$ cat src/rtl/rr_req_arbiter_16_if.sv
// Handshake/bus bundle for rr_req_arbiter_16.
//   req_in      : request pulses into the sticky pending vector
//   mask        : per-line eligibility (1 = may be granted)
//   grant       : registered one-hot grant, zero when grant_valid is low
//   grant_valid : grant holds a live request
//   grant_ready : consumer accepts the presented grant
//   pending     : registered sticky request vector
//   busy        : grant_valid OR any pending bit
// slave  = arbiter side, master = requester/consumer side.
interface rr_req_arbiter_16_if;
  logic [15:0] req_in;
  logic [15:0] mask;
  logic [15:0] grant;
  logic        grant_valid;
  logic        grant_ready;
  logic [15:0] pending;
  logic        busy;

  modport slave (
    input  req_in, mask, grant_ready,
    output grant, grant_valid, pending, busy
  );

  modport master (
    output req_in, mask, grant_ready,
    input  grant, grant_valid, pending, busy
  );
endinterface

$ cat src/rtl/rr_req_arbiter_16.sv
// Round-robin arbiter over 16 sticky request lines, feeding encoder_16_4.
// Issues one request at a time as a registered one-hot grant, paced by a
// valid/ready handshake. The search pointer advances past each accepted
// index, so a continuously pending eligible line is served within 16 accepts.
// Ports:
//   clk  : rising-edge clock
//   rst  : asynchronous active-high reset
//   bus  : rr_req_arbiter_16_if.slave (req_in, mask, grant_ready in;
//          grant, grant_valid, pending, busy out)
module rr_req_arbiter_16 #(
  parameter int N  = 16,
  parameter int PW = 4
) (
  input logic                 clk,
  input logic                 rst,
  rr_req_arbiter_16_if.slave  bus
);

  typedef enum logic {IDLE, GRANT} state_t;

  state_t          r_state, w_state_nxt;
  logic [N-1:0]    r_grant, w_grant_nxt;
  logic [N-1:0]    r_pending, w_pending_nxt;
  logic [PW-1:0]   r_ptr, w_ptr_nxt;

  logic            w_accept;
  logic [N-1:0]    w_clr;
  logic [N-1:0]    w_cand;
  logic [N-1:0]    w_pick;
  logic [PW-1:0]   w_gidx;
  logic [PW-1:0]   w_ptr_inc;

  // Rotate the candidates right by ptr so the search start sits at bit 0,
  // isolate the lowest set bit, then rotate back left by ptr.
  function automatic logic [N-1:0] pick(input logic [N-1:0]  cand,
                                        input logic [PW-1:0] ptr);
    logic [2*N-1:0] dbl;
    logic [N-1:0]   rot;
    logic [N-1:0]   iso;
    dbl = {cand, cand} >> ptr;
    rot = dbl[N-1:0];
    iso = rot & (~rot + {{(N-1){1'b0}}, 1'b1});
    dbl = {iso, iso} << ptr;
    return dbl[2*N-1:N];
  endfunction

  // Grant is one-hot, so OR-ing the indices of set bits yields its index.
  function automatic logic [PW-1:0] onehot_idx(input logic [N-1:0] g);
    logic [PW-1:0] idx;
    idx = '0;
    for (int i = 0; i < N; i++) begin
      if (g[i]) idx = idx | PW'(i);
    end
    return idx;
  endfunction

  assign w_gidx    = onehot_idx(r_grant);
  assign w_ptr_inc = w_gidx + PW'(1);

  always_comb begin
    w_state_nxt   = r_state;
    w_grant_nxt   = r_grant;
    w_ptr_nxt     = r_ptr;
    w_pick        = '0;
    w_accept      = (r_state == GRANT) && bus.grant_ready;
    w_clr         = w_accept ? r_grant : '0;
    // A line re-requested in its accept cycle survives via the OR with req_in.
    w_pending_nxt = (r_pending & ~w_clr) | bus.req_in;
    w_cand        = w_pending_nxt & bus.mask;

    case (r_state)
      IDLE: begin
        w_pick = pick(w_cand, r_ptr);
        if (|w_pick) begin
          w_grant_nxt = w_pick;
          w_state_nxt = GRANT;
        end
      end
      GRANT: begin
        // Without accept the presented grant is frozen regardless of mask/req.
        if (w_accept) begin
          w_ptr_nxt = w_ptr_inc;
          w_pick    = pick(w_cand, w_ptr_inc);
          if (|w_pick) begin
            w_grant_nxt = w_pick;
          end else begin
            w_grant_nxt = '0;
            w_state_nxt = IDLE;
          end
        end
      end
      default: begin
        w_grant_nxt = '0;
        w_state_nxt = IDLE;
      end
    endcase
  end

  always_ff @(posedge clk or posedge rst) begin
    if (rst) begin
      r_state   <= IDLE;
      r_grant   <= '0;
      r_pending <= '0;
      r_ptr     <= '0;
    end else begin
      r_state   <= w_state_nxt;
      r_grant   <= w_grant_nxt;
      r_pending <= w_pending_nxt;
      r_ptr     <= w_ptr_nxt;
    end
  end

  assign bus.grant       = r_grant;
  assign bus.grant_valid = (r_state == GRANT);
  assign bus.pending     = r_pending;
  assign bus.busy        = (r_state == GRANT) || (|r_pending);

endmodule

$ cat src/flat_wrapper.sv
// flat-port wrapper written by rule: the top's interface ports become plain ports
module rr_req_arbiter_16_flat 
#(
  parameter int N  = 16,
  parameter int PW = 4
)
  (clk, rst, bus_req_in, bus_mask, bus_grant_ready, bus_grant, bus_grant_valid, bus_pending, bus_busy);
  rr_req_arbiter_16_if bus_i ();
  input logic clk;
  input logic rst;
  input wire logic [$bits(bus_i.req_in)-1:0] bus_req_in;
  input wire logic [$bits(bus_i.mask)-1:0] bus_mask;
  input wire logic [$bits(bus_i.grant_ready)-1:0] bus_grant_ready;
  output wire logic [$bits(bus_i.grant)-1:0] bus_grant;
  output wire logic [$bits(bus_i.grant_valid)-1:0] bus_grant_valid;
  output wire logic [$bits(bus_i.pending)-1:0] bus_pending;
  output wire logic [$bits(bus_i.busy)-1:0] bus_busy;
  assign bus_i.req_in = bus_req_in;
  assign bus_i.mask = bus_mask;
  assign bus_i.grant_ready = bus_grant_ready;
  assign bus_grant = bus_i.grant;
  assign bus_grant_valid = bus_i.grant_valid;
  assign bus_pending = bus_i.pending;
  assign bus_busy = bus_i.busy;
  rr_req_arbiter_16 #(.N(N), .PW(PW)) u_core (.clk(clk), .rst(rst), .bus(bus_i));
endmodule
$ cat config.mk
export PLATFORM = sky130hd
export DESIGN_NAME = rr_req_arbiter_16_flat
export DESIGN_NICKNAME = d
export VERILOG_FILES = /design/src/rtl/rr_req_arbiter_16_if.sv /design/src/rtl/rr_req_arbiter_16.sv /design/src/flat_wrapper.sv
export SDC_FILE = /design/constraint.sdc
export NUM_CORES = 1
export LEC_CHECK = 0
export BUFFER_PORTS_ARGS = -buffer_cell sky130_fd_sc_hd__buf_2
export CAP_MARGIN = 25
export CORE_MARGIN = 2
export CORE_UTILIZATION = 45
export DETAILED_ROUTE_END_ITERATION = 10
export GPL_TIMING_DRIVEN = 0
export PLACE_DENSITY = 0.68
export SLEW_MARGIN = 20
export SYNTH_ARGS = -nofsm -noshare
export SYNTH_HDL_FRONTEND = slang
export SYNTH_SLANG_ARGS = --single-unit
$ cat constraint.sdc
create_clock -name clk -period 6.73 [get_ports clk]
set_input_delay 0.3365 -clock clk [delete_from_list [all_inputs] [get_ports clk]]
set_output_delay 0.3365 -clock clk [all_outputs]
set_load 0.02 [all_outputs]
### Yosys cells after proc, flatten, opt, wreduce, memory -nomap -nowiden

Cells that the tools add are included.

* bits in registers: 37
* input port bits: 35
* output and inout bits: 34
* logic and storage cells: 53

* $add $sub $neg: 3
* equal/unequal tests: 2
* shifts and indexed selects: 4
* multiplexer cells: 24
* bitwise operators: 9
* reductions and logical operators: 7

Operator list (count)
* bitwise AND 16 bit: 4
* two-way mux 16 bit: 4
* << shifter 32 x 4 -> 32 bit: 2
* right shift 32 x 4 -> 16 bit: 2
* NOT 16 bit: 3
* OR reduction 16 bit: 3
* adder 16 x 1 -> 16 bit (second input constant): 2
* two-way mux 4 bit: 8
* case mux 16 bit (2 select lines): 1
* OR 16 bit: 1
* two-way mux 3 bit: 4
* adder 4 x 1 -> 4 bit (second input constant): 1
* two-way mux 1 bit: 4
* two-way mux 2 bit: 2
* AND reduction 2 bit: 2
* != test 2 x 1 -> 1 bit (second input constant): 1
* != test 2 bit (second input constant): 1
* case mux 1 bit (2 select lines): 1
* logical AND 1 bit: 1
* logical OR 1 bit: 1
* NOT 1 bit: 1

### Longest topological paths before layout

* word-level depth: 25
* mapped depth: 22
* depth with buffers taken out: 14

### Worst setup path before layout

Ideal clock, no wire load.

* path kind: register to register
* start: register u_core.r_grant[15], in the netlist u_core.bus.grant[15]
* end: register u_core.r_grant[10], in the netlist u_core.bus.grant[10]
* setup time: 0.079 ns
* data arrival time: 5.572 ns
* data required time: 6.651 ns
* path slack: 1.078 ns
* stages on the path, launching flop included: 22
* buffers on the path: 7
* clock period less this slack: 5.652 ns
* cells stage by stage: dfrtp_1 > nor4_1 > and2_1 > buf_2 > inv_2 > buf_6 > buf_2 > clkbuf_1 > buf_1 > ha_1 > clkbuf_1 > inv_1 > buf_1 > mux4_2 > mux2_2 > a2111oi_2 > o211ai_2 > nor4_1 > a221oi_1 > a21oi_1 > o221ai_1 > mux2i_1

* elaborated cells between the ends (all ways): 25
* those cells by class: 3 x add/sub; 1 x eq/ne; 4 x shift; 6 x mux; 8 x bitwise; 3 x reduce/logical

RTL lines
* start, declared: RTL line rr_req_arbiter_16.sv:22 `logic [N-1:0] r_grant, w_grant_nxt;`
* start signal, assigned: RTL line rr_req_arbiter_16.sv:107 `r_grant <= w_grant_nxt;`
* two-way mux 4 bit *: RTL line rr_req_arbiter_16.sv:52 `if (g[i]) idx = idx | PW'(i);`
* adder 4 x 1 -> 4 bit *: RTL line rr_req_arbiter_16.sv:58 `assign w_ptr_inc = w_gidx + PW'(1);`
* net u_core.w_ptr_inc[1]: RTL line rr_req_arbiter_16.sv:31 `logic [PW-1:0] w_ptr_inc;`
* right shift 32 x 4 -> 16 bit: RTL line rr_req_arbiter_16.sv:40 `dbl = {cand, cand} >> ptr;`
* NOT 16 bit: RTL line rr_req_arbiter_16.sv:42 `iso = rot & (~rot + {{(N-1){1'b0}}, 1'b1});`
* adder 16 x 1 -> 16 bit: RTL line rr_req_arbiter_16.sv:42
* bitwise AND 16 bit: RTL line rr_req_arbiter_16.sv:42
* << shifter 32 x 4 -> 32 bit *: RTL line rr_req_arbiter_16.sv:43 `dbl = {iso, iso} << ptr;`
* OR reduction 16 bit: RTL line rr_req_arbiter_16.sv:84 `if (|w_pick) begin`
* two-way mux 16 bit *: RTL line rr_req_arbiter_16.sv:84
* two-way mux 16 bit *: RTL line rr_req_arbiter_16.sv:81 `if (w_accept) begin`
* case mux 16 bit (2 select lines) *: RTL line rr_req_arbiter_16.sv:71 `case (r_state)`

Mark *: on every way through the listed nets, which the timed path passes. The rest lies on a longest branch. The select of a mux whose other input is x is not followed.
A chain may end at the register's enable or synchronous reset.

### Final worst setup path

* start: register u_core.r_grant[15], in the netlist u_core.bus.grant[15]
* end: register u_core.r_state, in the netlist u_core.bus.grant_valid

* cells in the longest elaborated chain, start to end: 14
* elaborated cells between the ends (all ways): 23
* those cells by class: 3 x add/sub; 4 x shift; 6 x mux; 8 x bitwise; 2 x reduce/logical

RTL lines
* parallel branches: the longest is 13 deep, another holds adder 16 x 1 -> 16 bit
* case mux 1 bit (2 select lines) *: RTL line rr_req_arbiter_16.sv:71
* net u_core.w_state_nxt: RTL line rr_req_arbiter_16.sv:21 `state_t r_state, w_state_nxt;`
* end signal, assigned: RTL line rr_req_arbiter_16.sv:106 `r_state <= w_state_nxt;`
* end, declared: RTL line rr_req_arbiter_16.sv:21

Mark *: on every way through the listed nets, which the timed path passes.

==> results_dict.tcl <==
set metrics [dict create \
    synthTopCellsByCount "nand2_1 (80), mux2i_1 (58), mux4_2 (56)" \
    synthFlopType "dfrtp_1" \
    syn_inst 835 \
    drc_errors 0 \
    synthTopCellsByArea "mux4_2 (18%), dfrtp_1 (13%), mux2i_1 (8.1%)" \
    yosysSeqAreaShare_pct 12.89 \
    regToRegEndpoint "u_core.bus.grant_valid" \
    async_flop_share_pct 100.0 \
    path_max_fanout 10 \
    routedWlPerCell_um 25.70 \
    start_kind "flip-flop" \
    cap_violations 0 \
    multi_input_area_um2 5904 \
    hp-start "bus_req_in[6]" \
    vias 8364 \
    syn2layout_area_growth_pct 12.14 \
    clk_path_buf_depth 2 \
    clkSinkCount 37 \
    tns_ns 0 \
    dr.pass1.iters 5 \
    status "finished, final reports clean" \
    crit_path_start "u_core.bus.grant[15]" \
    die_y_um 130.3 \
    root_buffer "clkbuf_16" \
    clk_pin_slew_ns 0.07 \
    ios 69 \
    ys_types 92 \
    fmax_mhz 155.8 \
    gr-total-overflow 0 \
    hold_depth 2 \
    arrival_ns 6.58 \
    synth_top_area_share_pct 17.56 \
    cp_data_required_time_ns 6.89 \
    synth_warnings 0 \
    cp_top_family "buffers and inverters" \
    reg2regPathDepth 19 \
    wl_um 29020 \
    drive_above_1_share_pct 24.10 \
    postPlaceCellArea_um2 7811 \
    end_kind "flip-flop" \
    dp_cells 1120 \
    hold_viol_final 0 \
    r2r_setup_slack_ns 0.31 \
    post_synth.cell_area_avg_um2 8.600 \
    skew_ns 0.01141 \
    drt_iter0_markers 1197 \
    synth_edf_count 0 \
    insertion_delay_ns 0.30 \
    finalCritPeriodShare_pct 95.36 \
    fp.dieW_um 130.3 \
    fill_cells 1504 \
    post_cts_buffers 0 \
    slowest_delay_ns 0.72 \
    initial_core_util_pct 45.70 \
    path_cells "nor4_1, and2_1, buf_2, inv_2, buf_6, buf_2, clkbuf_1, clkbuf_2, ha_1, xor2_1, clkbuf_1, nor3_1, o311ai_0, a21oi_1, a32o_1, a221oi_1, nand3_1, nor4_1, a21boi_1" \
    cts_tree "yes" \
    synth_area_um2 7181 \
    syn_nets 871 \
    antenna_found_initial 0 \
    final_cells 1129 \
    core_um2 15710 \
    slew-limit-headroom_pct 24.16 \
    cts_buffers 5 \
    min_period_ns 6.418 \
    final_area_um2 8053 \
    setup_violations 0 \
    slowest_stage "xor2_1" \
    avgViaCountPerCell 7.408 \
    ant_nets 0 \
    path_buf_inv 7 \
    antenna_cells 0 \
    placementRows 46 \
    nets 948 \
    min_path_type "in2reg" \
    grt_setup_unrepaired "false" \
    port_buffers 68 \
    min_to "u_core.bus.pending[6]" \
    drv_slew 0 \
    synth.largest_area_cell "mux4_2" \
    worstMarginPinSlew_ns 1.138 \
    yosys_register_bits 37 \
    die_area_um2 16980 \
    grt_pass1_vias 7727 \
    reg2reg_from "u_core.bus.grant[15]" \
    place_congestion 1.046 \
    hpwl_um 22820 \
    htree_levels 2 \
    grt_max_degree 33 \
    crit_type "reg2reg" \
    grt_usage_pct 34.73 \
    synthMostInstantiatedCell "nand2_1" \
    seqCellArea_um2 925.9 \
    grt_pass1_wl_um 45240 \
]
[registers in the layout (all words and copies together) (netlist names)]
signal	flops
u_core.bus.grant	16
u_core.bus.pending	16
u_core.r_ptr	4
u_core.bus.grant_valid	1
[metrics by stage]
stage	util, %	hold WS (ns)	setup slack, ns
after floorplan	-	0.4288	1.078
after global placement	49.59	0.5571	-0.2033
after detailed placement	49.71	0.2348	-0.1495
after CTS	51.04	0.2593	0.08412
after global routing	51.25	0.2698	0.003506
final	51.25	0.2628	0.3123
[how the worst max path moves through the flow]
| stage | to | slack [ns] | cells after the start |
|---|---|---|---|
| 3_5_place_dp | u_core.bus.grant[2] | -0.15 | 21 |
| 2_1_floorplan | u_core.bus.grant[10] | 1.08 | 21 |
| 5_1_grt | u_core.bus.grant[10] | 0.004 | 21 |
| 4_1_cts | u_core.bus.grant[10] | 0.08 | 21 |
| 3_3_place_gp | u_core.bus.grant[2] | -0.20 | 21 |
| 6_report | u_core.bus.grant_valid | 0.31 | 19 |
[placed cells by master (no fill, tap or decap), types with 6 or more instances in the layout]
master / instances
mux4_2: 56
nand4_1: 9
nand2b_1: 18
a31oi_1: 9
nor3b_1: 6
a21o_1: 17
o221a_2: 16
a21oi_1: 35
mux2_2: 12
clkbuf_1: 41
inv_1: 15
a22oi_1: 8
nand2_1: 80
mux2i_1: 58
o32ai_1: 6
o31ai_1: 6
buf_6: 6
a211o_1: 7
a221oi_1: 8
nand3_1: 28
buf_1: 7
and2_1: 10
o21ai_0: 26
nor4_1: 24
a2111oi_0: 6
buf_2: 79
o211ai_1: 17
o221ai_2: 6
dfrtp_1: 37
nor2_1: 52
o22ai_1: 14
a22o_1: 7
a32o_1: 6
nor3_1: 29
a211oi_1: 11
o221ai_1: 18
[worst reg2reg max path: stages (launching register included)]
cell and delay [ns]:
dfrtp_1 0.55, nor4_1 0.12, and2_1 0.15, buf_2 0.15, inv_2 0.14, buf_6 0.19
buf_2 0.31, clkbuf_1 0.41, clkbuf_2 0.36, ha_1 0.28, xor2_1 0.72, clkbuf_1 0.56
nor3_1 0.16, o311ai_0 0.59, a21oi_1 0.20, a32o_1 0.34, a221oi_1 0.50, nand3_1 0.14
nor4_1 0.33, a21boi_1 0.11
[metal layers]
layer	global-route usage (%)	share of wire (%)	wire (µm)	vias up
met4	18.15	6.2	1802	0
li1	-	-	-	3606
met2	54.51	45	12980	636
met3	4.592	11	3126	117
met5	0	0	0	-
met1	46.93	38	11110	4005
[cell type report]
type                    instances  area share [%]
plain buffers                  68           3.978
repair buffers                 70           4.599
well taps                     216           3.356
clock inverters                 3          0.8080
inverters                      19          0.8856
multi-input cells             711           73.32
flip-flops and latches         37           11.50
clock buffers                   5           1.554
[kinds of logic (layout without fill, tap and decap cells)]
group / after synthesis / count (layout) / synth area share (%)
muxes: 131 / 131 / 28.52
xor gates and xnor gates: 2 / 2 / 0.2440
DFF: 37 / 37 / 12.89
and+or+nand+nor: 288 / 288 / 20.25
adders and majority gates: 1 / 1 / 0.1742
AOI/OAI and AO/OA: 289 / 289 / 32.51
buffers and inverters: 87 / 165 / 5.402
[what timing repair did]
item                                    in CTS  in global routing
gates resized for setup                      2                  7
endpoints found under the setup margin       5                 17
hold buffers                                 1                  0
hold endpoints to repair                     5                  0
Power is not shown: default switching activity piles up to over one toggle a cycle in this logic, so the estimate is an artifact.
